File: config.mk
export PLATFORM = sky130hd
export DESIGN_NAME = axil_uart_arbiter
export DESIGN_NICKNAME = d
export VERILOG_FILES = /design/src/rtl/axil_uart_arb_pkg.sv /design/src/rtl/axil_uart_arb_pick.sv /design/src/rtl/axil_uart_arbiter.sv
export SDC_FILE = /design/constraint.sdc
export NUM_CORES = 1
export LEC_CHECK = 0
export ABC_AREA = 1
export CAP_MARGIN = 15
export CORE_AREA = 2 2 124 126
export CTS_CLUSTER_SIZE = 30
export DETAILED_ROUTE_END_ITERATION = 6
export DIE_AREA = 0 0 126 128
export PLACE_DENSITY = 0.71
export SYNTH_ARGS = -nofsm -noshare
export SYNTH_HDL_FRONTEND = slang
export SYNTH_HIERARCHICAL = 1
export SYNTH_SLANG_ARGS = --single-unit
File: constraint.sdc
create_clock -name clk -period 1.82 [get_ports clk]
set_input_delay 0.455 -clock clk [delete_from_list [all_inputs] [get_ports clk]]
set_output_delay 0.455 -clock clk [all_outputs]
set_load 0.03 [all_outputs]
File: src/rtl/axil_uart_arb_pkg.sv
// Shared state encoding, requester id type and AXI response codes for the
// UartLite AXI-lite arbiter.
package axil_uart_arb_pkg;

    typedef enum logic [2:0] {
        ST_IDLE  = 3'd0,
        ST_RD_A  = 3'd1,
        ST_RD_D  = 3'd2,
        ST_WR_AW = 3'd3,
        ST_WR_B  = 3'd4,
        ST_RESP  = 3'd5
    } arb_state_t;

    // Index of a requester; only two exist, so one bit suffices.
    typedef logic req_id_t;

    localparam logic [1:0] RESP_OKAY   = 2'b00;
    localparam logic [1:0] RESP_EXOKAY = 2'b01;
    localparam logic [1:0] RESP_SLVERR = 2'b10;
    localparam logic [1:0] RESP_DECERR = 2'b11;

    function automatic logic resp_is_err(input logic [1:0] resp);
        return (resp == RESP_SLVERR) || (resp == RESP_DECERR);
    endfunction

endpackage

File: src/rtl/axil_uart_arb_pick.sv
// Two-way grant selection with the last-grant register.
// Build option: UART_ARB_FIXED_PRIO_EN makes requester 0 win every contention.
module axil_uart_arb_pick
    import axil_uart_arb_pkg::*;
(
    input  logic    clk,
    input  logic    rst,
    input  logic    i_valid0,
    input  logic    i_valid1,
    input  logic    i_update,
    output req_id_t o_grant
);

`ifdef UART_ARB_FIXED_PRIO_EN

    logic w_unused_rr;

    assign o_grant     = i_valid0 ? 1'b0 : i_valid1;
    assign w_unused_rr = ^{clk, rst, i_update};

`else

    req_id_t r_last_grant;

    // Under contention the requester not served last time wins.
    assign o_grant = (i_valid0 && i_valid1) ? ~r_last_grant : i_valid1;

    always_ff @(posedge clk) begin
        if (!rst) begin
            r_last_grant <= 1'b1;
        end else if (i_update) begin
            r_last_grant <= o_grant;
        end
    end

`endif

endmodule

File: src/rtl/axil_uart_arbiter.sv
// Shares one AXI-lite master port to the UartLite register block between two
// single-beat valid/ready requesters. Build option: UART_ARB_FIXED_PRIO_EN.
module axil_uart_arbiter
    import axil_uart_arb_pkg::*;
#(
    parameter int unsigned ADDR_W    = 12,
    parameter logic [31:0] BASE_ADDR = 32'h0000_0000
) (
    input  logic              clk,
    input  logic              rst,

    input  logic              req0_valid,
    output logic              req0_ready,
    input  logic              req0_we,
    input  logic [ADDR_W-1:0] req0_addr,
    input  logic [31:0]       req0_wdata,
    input  logic [3:0]        req0_wstrb,
    output logic              resp0_valid,
    output logic [31:0]       resp0_rdata,
    output logic              resp0_err,

    input  logic              req1_valid,
    output logic              req1_ready,
    input  logic              req1_we,
    input  logic [ADDR_W-1:0] req1_addr,
    input  logic [31:0]       req1_wdata,
    input  logic [3:0]        req1_wstrb,
    output logic              resp1_valid,
    output logic [31:0]       resp1_rdata,
    output logic              resp1_err,

    output logic [31:0]       m_araddr,
    output logic              m_arvalid,
    input  logic              m_arready,
    input  logic [31:0]       m_rdata,
    input  logic [1:0]        m_rresp,
    input  logic              m_rvalid,
    output logic              m_rready,
    output logic [31:0]       m_awaddr,
    output logic              m_awvalid,
    input  logic              m_awready,
    output logic [31:0]       m_wdata,
    output logic [3:0]        m_wstrb,
    output logic              m_wvalid,
    input  logic              m_wready,
    input  logic [1:0]        m_bresp,
    input  logic              m_bvalid,
    output logic              m_bready
);

    arb_state_t        r_state;
    req_id_t           r_gid;
    logic [ADDR_W-1:0] r_addr;
    logic [31:0]       r_wdata;
    logic [3:0]        r_wstrb;
    logic [31:0]       r_rdata;
    logic              r_err;
    logic              r_arvalid;
    logic              r_rready;
    logic              r_awvalid;
    logic              r_wvalid;
    logic              r_bready;
    logic              r_aw_done;
    logic              r_w_done;
    logic              r_resp0_valid;
    logic              r_resp1_valid;

    logic              w_idle;
    logic              w_any;
    logic              w_accept;
    req_id_t           w_grant;
    logic              w_sel_we;
    logic [ADDR_W-1:0] w_sel_addr;
    logic [31:0]       w_sel_wdata;
    logic [3:0]        w_sel_wstrb;
    logic              w_aw_fin;
    logic              w_w_fin;
    logic [31:0]       w_addr;

    axil_uart_arb_pick u_pick (
        .clk      (clk),
        .rst      (rst),
        .i_valid0 (req0_valid),
        .i_valid1 (req1_valid),
        .i_update (w_accept),
        .o_grant  (w_grant)
    );

    assign w_idle   = (r_state == ST_IDLE);
    assign w_any    = req0_valid | req1_valid;
    assign w_accept = w_idle & w_any;

    assign req0_ready = w_accept & (w_grant == 1'b0);
    assign req1_ready = w_accept & (w_grant == 1'b1);

    assign w_sel_we    = w_grant ? req1_we    : req0_we;
    assign w_sel_addr  = w_grant ? req1_addr  : req0_addr;
    assign w_sel_wdata = w_grant ? req1_wdata : req0_wdata;
    assign w_sel_wstrb = w_grant ? req1_wstrb : req0_wstrb;

    // A channel counts as finished if it completed earlier or handshakes now.
    assign w_aw_fin = r_aw_done | (r_awvalid & m_awready);
    assign w_w_fin  = r_w_done  | (r_wvalid  & m_wready);

    assign w_addr = BASE_ADDR | 32'(r_addr);

    assign m_araddr  = w_addr;
    assign m_arvalid = r_arvalid;
    assign m_rready  = r_rready;
    assign m_awaddr  = w_addr;
    assign m_awvalid = r_awvalid;
    assign m_wdata   = r_wdata;
    assign m_wstrb   = r_wstrb;
    assign m_wvalid  = r_wvalid;
    assign m_bready  = r_bready;

    assign resp0_valid = r_resp0_valid;
    assign resp0_rdata = r_rdata;
    assign resp0_err   = r_err;
    assign resp1_valid = r_resp1_valid;
    assign resp1_rdata = r_rdata;
    assign resp1_err   = r_err;

    always_ff @(posedge clk) begin
        if (!rst) begin
            r_state       <= ST_IDLE;
            r_gid         <= 1'b0;
            r_addr        <= '0;
            r_wdata       <= '0;
            r_wstrb       <= '0;
            r_rdata       <= '0;
            r_err         <= 1'b0;
            r_arvalid     <= 1'b0;
            r_rready      <= 1'b0;
            r_awvalid     <= 1'b0;
            r_wvalid      <= 1'b0;
            r_bready      <= 1'b0;
            r_aw_done     <= 1'b0;
            r_w_done      <= 1'b0;
            r_resp0_valid <= 1'b0;
            r_resp1_valid <= 1'b0;
        end else begin
            case (r_state)
                ST_IDLE: begin
                    if (w_accept) begin
                        r_gid   <= w_grant;
                        r_addr  <= w_sel_addr;
                        r_wdata <= w_sel_wdata;
                        r_wstrb <= w_sel_wstrb;
                        if (w_sel_we) begin
                            r_awvalid <= 1'b1;
                            r_wvalid  <= 1'b1;
                            r_aw_done <= 1'b0;
                            r_w_done  <= 1'b0;
                            r_state   <= ST_WR_AW;
                        end else begin
                            r_arvalid <= 1'b1;
                            r_state   <= ST_RD_A;
                        end
                    end
                end
                ST_RD_A: begin
                    if (m_arready) begin
                        r_arvalid <= 1'b0;
                        r_rready  <= 1'b1;
                        r_state   <= ST_RD_D;
                    end
                end
                ST_RD_D: begin
                    if (m_rvalid) begin
                        r_rready      <= 1'b0;
                        r_rdata       <= m_rdata;
                        r_err         <= resp_is_err(m_rresp);
                        r_resp0_valid <= (r_gid == 1'b0);
                        r_resp1_valid <= (r_gid == 1'b1);
                        r_state       <= ST_RESP;
                    end
                end
                ST_WR_AW: begin
                    if (r_awvalid && m_awready) begin
                        r_awvalid <= 1'b0;
                        r_aw_done <= 1'b1;
                    end
                    if (r_wvalid && m_wready) begin
                        r_wvalid <= 1'b0;
                        r_w_done <= 1'b1;
                    end
                    if (w_aw_fin && w_w_fin) begin
                        r_aw_done <= 1'b0;
                        r_w_done  <= 1'b0;
                        r_bready  <= 1'b1;
                        r_state   <= ST_WR_B;
                    end
                end
                ST_WR_B: begin
                    if (m_bvalid) begin
                        r_bready      <= 1'b0;
                        r_rdata       <= '0;
                        r_err         <= resp_is_err(m_bresp);
                        r_resp0_valid <= (r_gid == 1'b0);
                        r_resp1_valid <= (r_gid == 1'b1);
                        r_state       <= ST_RESP;
                    end
                end
                ST_RESP: begin
                    r_resp0_valid <= 1'b0;
                    r_resp1_valid <= 1'b0;
                    r_state       <= ST_IDLE;
                end
                default: begin
                    r_state <= ST_IDLE;
                end
            endcase
        end
    end

endmodule

==> reports/metrics.yaml, run 1 <==
status:
  status: "complete, no violations"
pwr:
  switching_share_pct: 47.7
  p_per_area_nw_per_um2: 1700
  seq_power_share_pct: 27.0
  intPower_mw: 6.63
  power_frac_comb_pct: 56.8
  leakage_nw: 3.74
  switchingPower_mw: 6.04
  power.share.clock_pct: 16.2
  peakVddDrop_mv: 0.889
sta:
  period_needed_ns: 1.77
  whs_ns: 0.441
  setup_viol: 0
  max_freq_mhz: 565
  timing.final.ws_setup_ns: 0.0509
  hold_viol: 0
  finalCritPeriodShare_pct: 97.2
  rsz0062_at_grt: "false"
  drv_slew: 0
  skew_ns: 0.00775
logic_synthesis:
  yosys-top-cells-area: "dfxtp_1, nand2_1, buf_4"
  synthesis.area_um2: 4610
  synth_cell_types: 26
  seq_area_frac_synth_pct: 41.2
  netlist_instances: 646
  synth-main-ff-cell: "dfxtp_1"
  synth_top_cell_area_share_pct: 41.2
  synth_most_common_cell: "nand2_1"
  synth_area_leader_cell: "dfxtp_1"
  yosysWarningCount: 6
  ys_async_sr_fraction_pct: 0
  ys_seq_elements: 95
  synth.top_cells.by_count: "nand2_1, dfxtp_1, buf_4"
  syn_area_per_cell_um2: 7.14
  synth_enable_flop_cells: 0
run:
  maxCapViolCount: 0
finish:
  num_antenna_cells: 0
  layout.nets: 1024
  area_growth_pct: 61.4
  drive_gt1_share_pct: 7.34
  final_cell_area_um2: 7440
  utilization_pct: 50.1
worst_setup_path:
  critPathRequiredTime_ns: 1.36
  worstRegToRegCells: 12
  cp-start-kind: "input port"
  reg2reg_slack_ns: 0.10
  path_max_fanout: 3
  crit_path_end_kind: "output pin"
  arrival_ns: 1.31
  crit_type: "input port to output pin"
floorplanning:
  ioPinCount: 318
  row_count: 45
  core_um2: 14900
  fp.dieH_um: 128
  start_util_pct: 31.0
  dieArea_um2: 16100
  die_width_um: 126
placement:
  pre_cts_ws_ns: -0.296
  portBuffers: 275
  place_area_um2: 7090
  dp_hpwl_mm: 10.8
  gp_congestion: 0.816
drt:
  routed_wl_mm: 14.8
  via_per_inst: 4.49
  drtAntennaViolNets: 0
  drt_first_pass_iters: 4
  post-route-drc-count: 0
  wl_per_cell_um: 13.8
  dr.first_iter.drc_count: 197
  vias: 4826
clocking:
  clockBufferDepth: 2
  cts_sinks: 95
  clkTransAtPathRegs_ns: 0.06
  clk_latency_ns: 0.33
  cts_root_buf: "clkbuf_16"
  cts_hold_buf: 0
  tritoncts: "yes"
  numCtsBuffers: 9
  htree_levels: 3
hold_path:
  hold_path_class: "flop to flop"
  hold_depth: 2
global_routing:
  grt_pass1_vias: 4378
  antenna_found_initial: 0
  grt_use_total_pct: 17.3
  grt_overflow: 0
  grt_pass1_wl_mm: 22.4
  grt_max_degree: 66
-- metrics by stage --
step / std cells / setup TNS, ns / total power [mW]
floorplan: 685 / 0 / 8.74
global placement: 1043 / -11.79 / 11.2
detailed placement: 1043 / -14.20 / 11.2
CTS: 1071 / -0.000670 / 12.8
global route: 1074 / 0 / 13.5
finish: 1074 / 0 / 12.7
-- registers in the layout, summed over array words and instances (netlist names) --
name and count:
m_arvalid 1, m_awvalid 1, m_bready 1, m_rready 1, m_wdata 32, m_wstrb 4, m_wvalid 1, r_addr 12
r_aw_done 1, r_gid 1, r_state 3, r_w_done 1, resp0_err 1, resp0_rdata 32, resp0_valid 1, resp1_valid 1
u_pick/r_last_grant 1
-- placed cells by master (no fill, tap or decap), types with 12 or more instances in the layout --
master,n
o21ai_0,20
dfxtp_1,91
dlymetal6s2s_1,16
dlygate4sd2_1,118
clkdlybuf4s50_1,138
conb_1,40
a31oi_1,48
a21oi_1,12
o21ai_1,19
nand3_1,13
nand2_1,235
inv_1,18
nor2_1,44
buf_4,25
-- power groups by stage --
| stage | combinational, mW | clock, mW | sequential [mW] |
|---|---|---|---|
| after global routing | 7.75 | 2.19 | 3.52 |
| final | 7.20 | 2.05 | 3.42 |
| after floorplan | 3.99 | 0 | 4.75 |
| after CTS | 7.20 | 2.12 | 3.43 |
| after global placement | 7.69 | 0 | 3.48 |
| after detailed placement | 7.74 | 0 | 3.49 |
-- what timing repair did --
item	4_1_cts	5_1_grt
gates resized for setup	125	21
setup buffers	12	3
endpoints found under the setup margin	121	22
pin swaps	5	4
-- routing by layer --
layer	global-route usage [%]	vias to the layer above	part of all wire, %
met1	20.4	2157	41
li1	-	2414	-
met2	29.7	232	48
met3	5.22	23	9.1
met5	0	-	0
met4	6.53	0	2.3
-- cells by family after synthesis --
group	synth area share, %
flops	41.2
buf+inv	20.0
compound gates	12.2
simple gates	26.5
other cells	0.0813
-- path summary, 6_finish.rpt --
check / from / to
worst max-delay path: req0_valid / req0_ready
worst min-delay path: r_w_done / r_w_done
worst min register to register: r_w_done / r_w_done
worst max register to register: u_pick/r_last_grant / u_pick/r_last_grant
-- final cells by class --
type	instances	area, um^2
clock inverters	3	65.1
fillers	1488	7420
clock buffers	13	260
multi-input cells	447	1950
flip-flops and latches	95	1910
repair buffers	305	2940
well taps	188	235
inverters	23	86.3
-- worst max-delay path: stages --
cell and delay, ns:
clkdlybuf4s15_1 0.21, nand2_2 0.07, and2_4 0.14, buf_4 0.14
nor2_4 0.15, buf_6 0.15
No activity file was read; power rests on OpenSTA's default activity.
==> inputs of run 2 (changes only) <==
--- a/config.mk
+++ b/config.mk
@@ -11,6 +11,8 @@
 export CTS_CLUSTER_SIZE = 30
 export DETAILED_ROUTE_END_ITERATION = 6
 export DIE_AREA = 0 0 126 128
+export GPL_TIMING_DRIVEN = 1
+export MAX_ROUTING_LAYER = met4
 export PLACE_DENSITY = 0.71
 export SYNTH_ARGS = -nofsm -noshare
 export SYNTH_HDL_FRONTEND = slang
==> reports/metrics.yaml, run 2 (synthesis results as in run 1) <==
status:
  status: "complete, no violations"
floorplanning:
  dieArea_um2: 16100
  row_count: 45
  die_width_um: 126
  ioPinCount: 318
  start_util_pct: 31.0
  core_um2: 14900
  fp.dieH_um: 128
sta:
  finalCritPeriodShare_pct: 97.1
  max_freq_mhz: 566
  tns_ns: 0
  setup_viol: 0
  skew_ns: 0.00733
  drv_slew: 0
  rsz0062_at_grt: "false"
  period_needed_ns: 1.77
  hold_viol: 0
global_routing:
  grt_overflow: 0
  antenna_found_initial: 0
  grt_use_total_pct: 17.8
  grt_pass1_wl_mm: 22.3
  use_met3_pct: 4.38
  gr-max-usage-layer: "met2"
  grt_max_degree: 66
  met1_usage_pct: 20.9
  grt_pass1_vias: 4388
  met2_usage_pct: 29.6
drt:
  vias: 4825
  drt_first_pass_iters: 4
  post-route-drc-count: 0
  via_per_inst: 4.49
  routed_wl_mm: 14.8
  dr.first_iter.drc_count: 192
  drtAntennaViolNets: 0
  wl_per_cell_um: 13.8
worst_setup_path:
  rr_startpoint: "u_pick/r_last_grant"
  arrival_ns: 1.31
  path_max_fanout: 3
  startpoint: "req0_valid"
  r2r_end: "u_pick/r_last_grant"
  cp-start-kind: "input port"
  endpoint: "req0_ready"
  worstRegToRegCells: 12
  reg2reg_slack_ns: 0.10
  crit_type: "input port to output pin"
  critPathRequiredTime_ns: 1.36
  crit_path_end_kind: "output pin"
pwr:
  power.share.clock_pct: 16.2
  switching_share_pct: 47.7
  power_mw: 12.7
  seq_power_share_pct: 27.0
  leakage_nw: 3.74
  peakVddDrop_mv: 0.889
  intPower_mw: 6.63
  power_frac_comb_pct: 56.8
  switchingPower_mw: 6.05
  p_per_area_nw_per_um2: 1700
clocking:
  clockBufferDepth: 2
  numCtsBuffers: 9
  htree_levels: 3
  clk_latency_ns: 0.34
  cts_hold_buf: 0
  cts_root_buf: "clkbuf_16"
  cts_sinks: 95
  clkTransAtPathRegs_ns: 0.06
  tritoncts: "yes"
hold_path:
  hold_path_class: "flop to flop"
placement:
  portBuffers: 275
  gp_congestion: 0.828
  dp_hpwl_mm: 10.8
finish:
  layout.nets: 1024
  final_cell_mix: "nand2_1, clkdlybuf4s50_1, dlygate4sd2_1, dfxtp_1, a31oi_1"
  area_growth_pct: 61.4
  final_common_cell: "nand2_1"
  num_antenna_cells: 0
  drive_gt1_share_pct: 7.34
run:
  maxCapViolCount: 0
-- run 2: cell counts in the layout (fill, tap and decap cells not counted) --
Identical to the previous run, type by type.
-- run 2: power by group through the flow --
| stage | Clock, mW | Sequential, mW | Combinational (mW) |
|---|---|---|---|
| 2_1_floorplan | 0 | 4.75 | 3.99 |
| 3_3_place_gp | 0 | 3.48 | 7.69 |
| 3_5_place_dp | 0 | 3.49 | 7.74 |
| 4_1_cts | 2.12 | 3.43 | 7.20 |
| 5_1_grt | 2.19 | 3.52 | 7.75 |
| 6_report | 2.06 | 3.42 | 7.20 |
-- run 2: cell type report --
type                            count  area [um^2]
Tap cell                          188          235
Inverter                           23         86.3
Timing Repair Buffer              305         2940
Clock buffer                       13          260
Multi-Input combinational cell    447         1950
Fill cell                        1488         7420
Sequential cell                    95         1910
Clock inverter                      3         65.1
-- run 2: worst min path at each step --
stage	start	depth (start not counted)	end
floorplan	r_w_done	2	r_w_done
global placement	r_w_done	2	r_w_done
detailed placement	r_w_done	2	r_w_done
CTS	r_w_done	2	r_w_done
global route	r_w_done	2	r_w_done
finish	r_w_done	2	r_w_done
-- run 2: metrics by stage --
stage                     utilization, %  cell area, um^2  setup WS (ns)  instances  hold slack, ns
after floorplan                        -             4760          0.233        685           0.419
after global placement              47.7             7090         -0.287       1043           0.433
after detailed placement            47.7             7090         -0.296       1043           0.436
after CTS                           49.6             7370      -0.000670       1071           0.446
after global routing                50.1             7440        0.00811       1074           0.479
final                               50.1             7440         0.0535       1074           0.441
-- run 2: critical path, cell delays in order --
cell and delay [ns]:
clkdlybuf4s15_1 0.21, nand2_2 0.07, and2_4 0.14, buf_4 0.14
nor2_4 0.15, buf_6 0.15
-- run 2: metal layers --
layer	up-vias	wire length [um]
met2	223	7070
met1	2164	6250
li1	2415	-
met3	23	1160
met4	0	345
met5	-	0
-- run 2: timing repair --
action	4_1_cts	5_1_grt
setup buffers	12	3
gates resized for setup	125	21
gates cloned	0	0
pin swaps	5	4
endpoints found under the setup margin	121	22
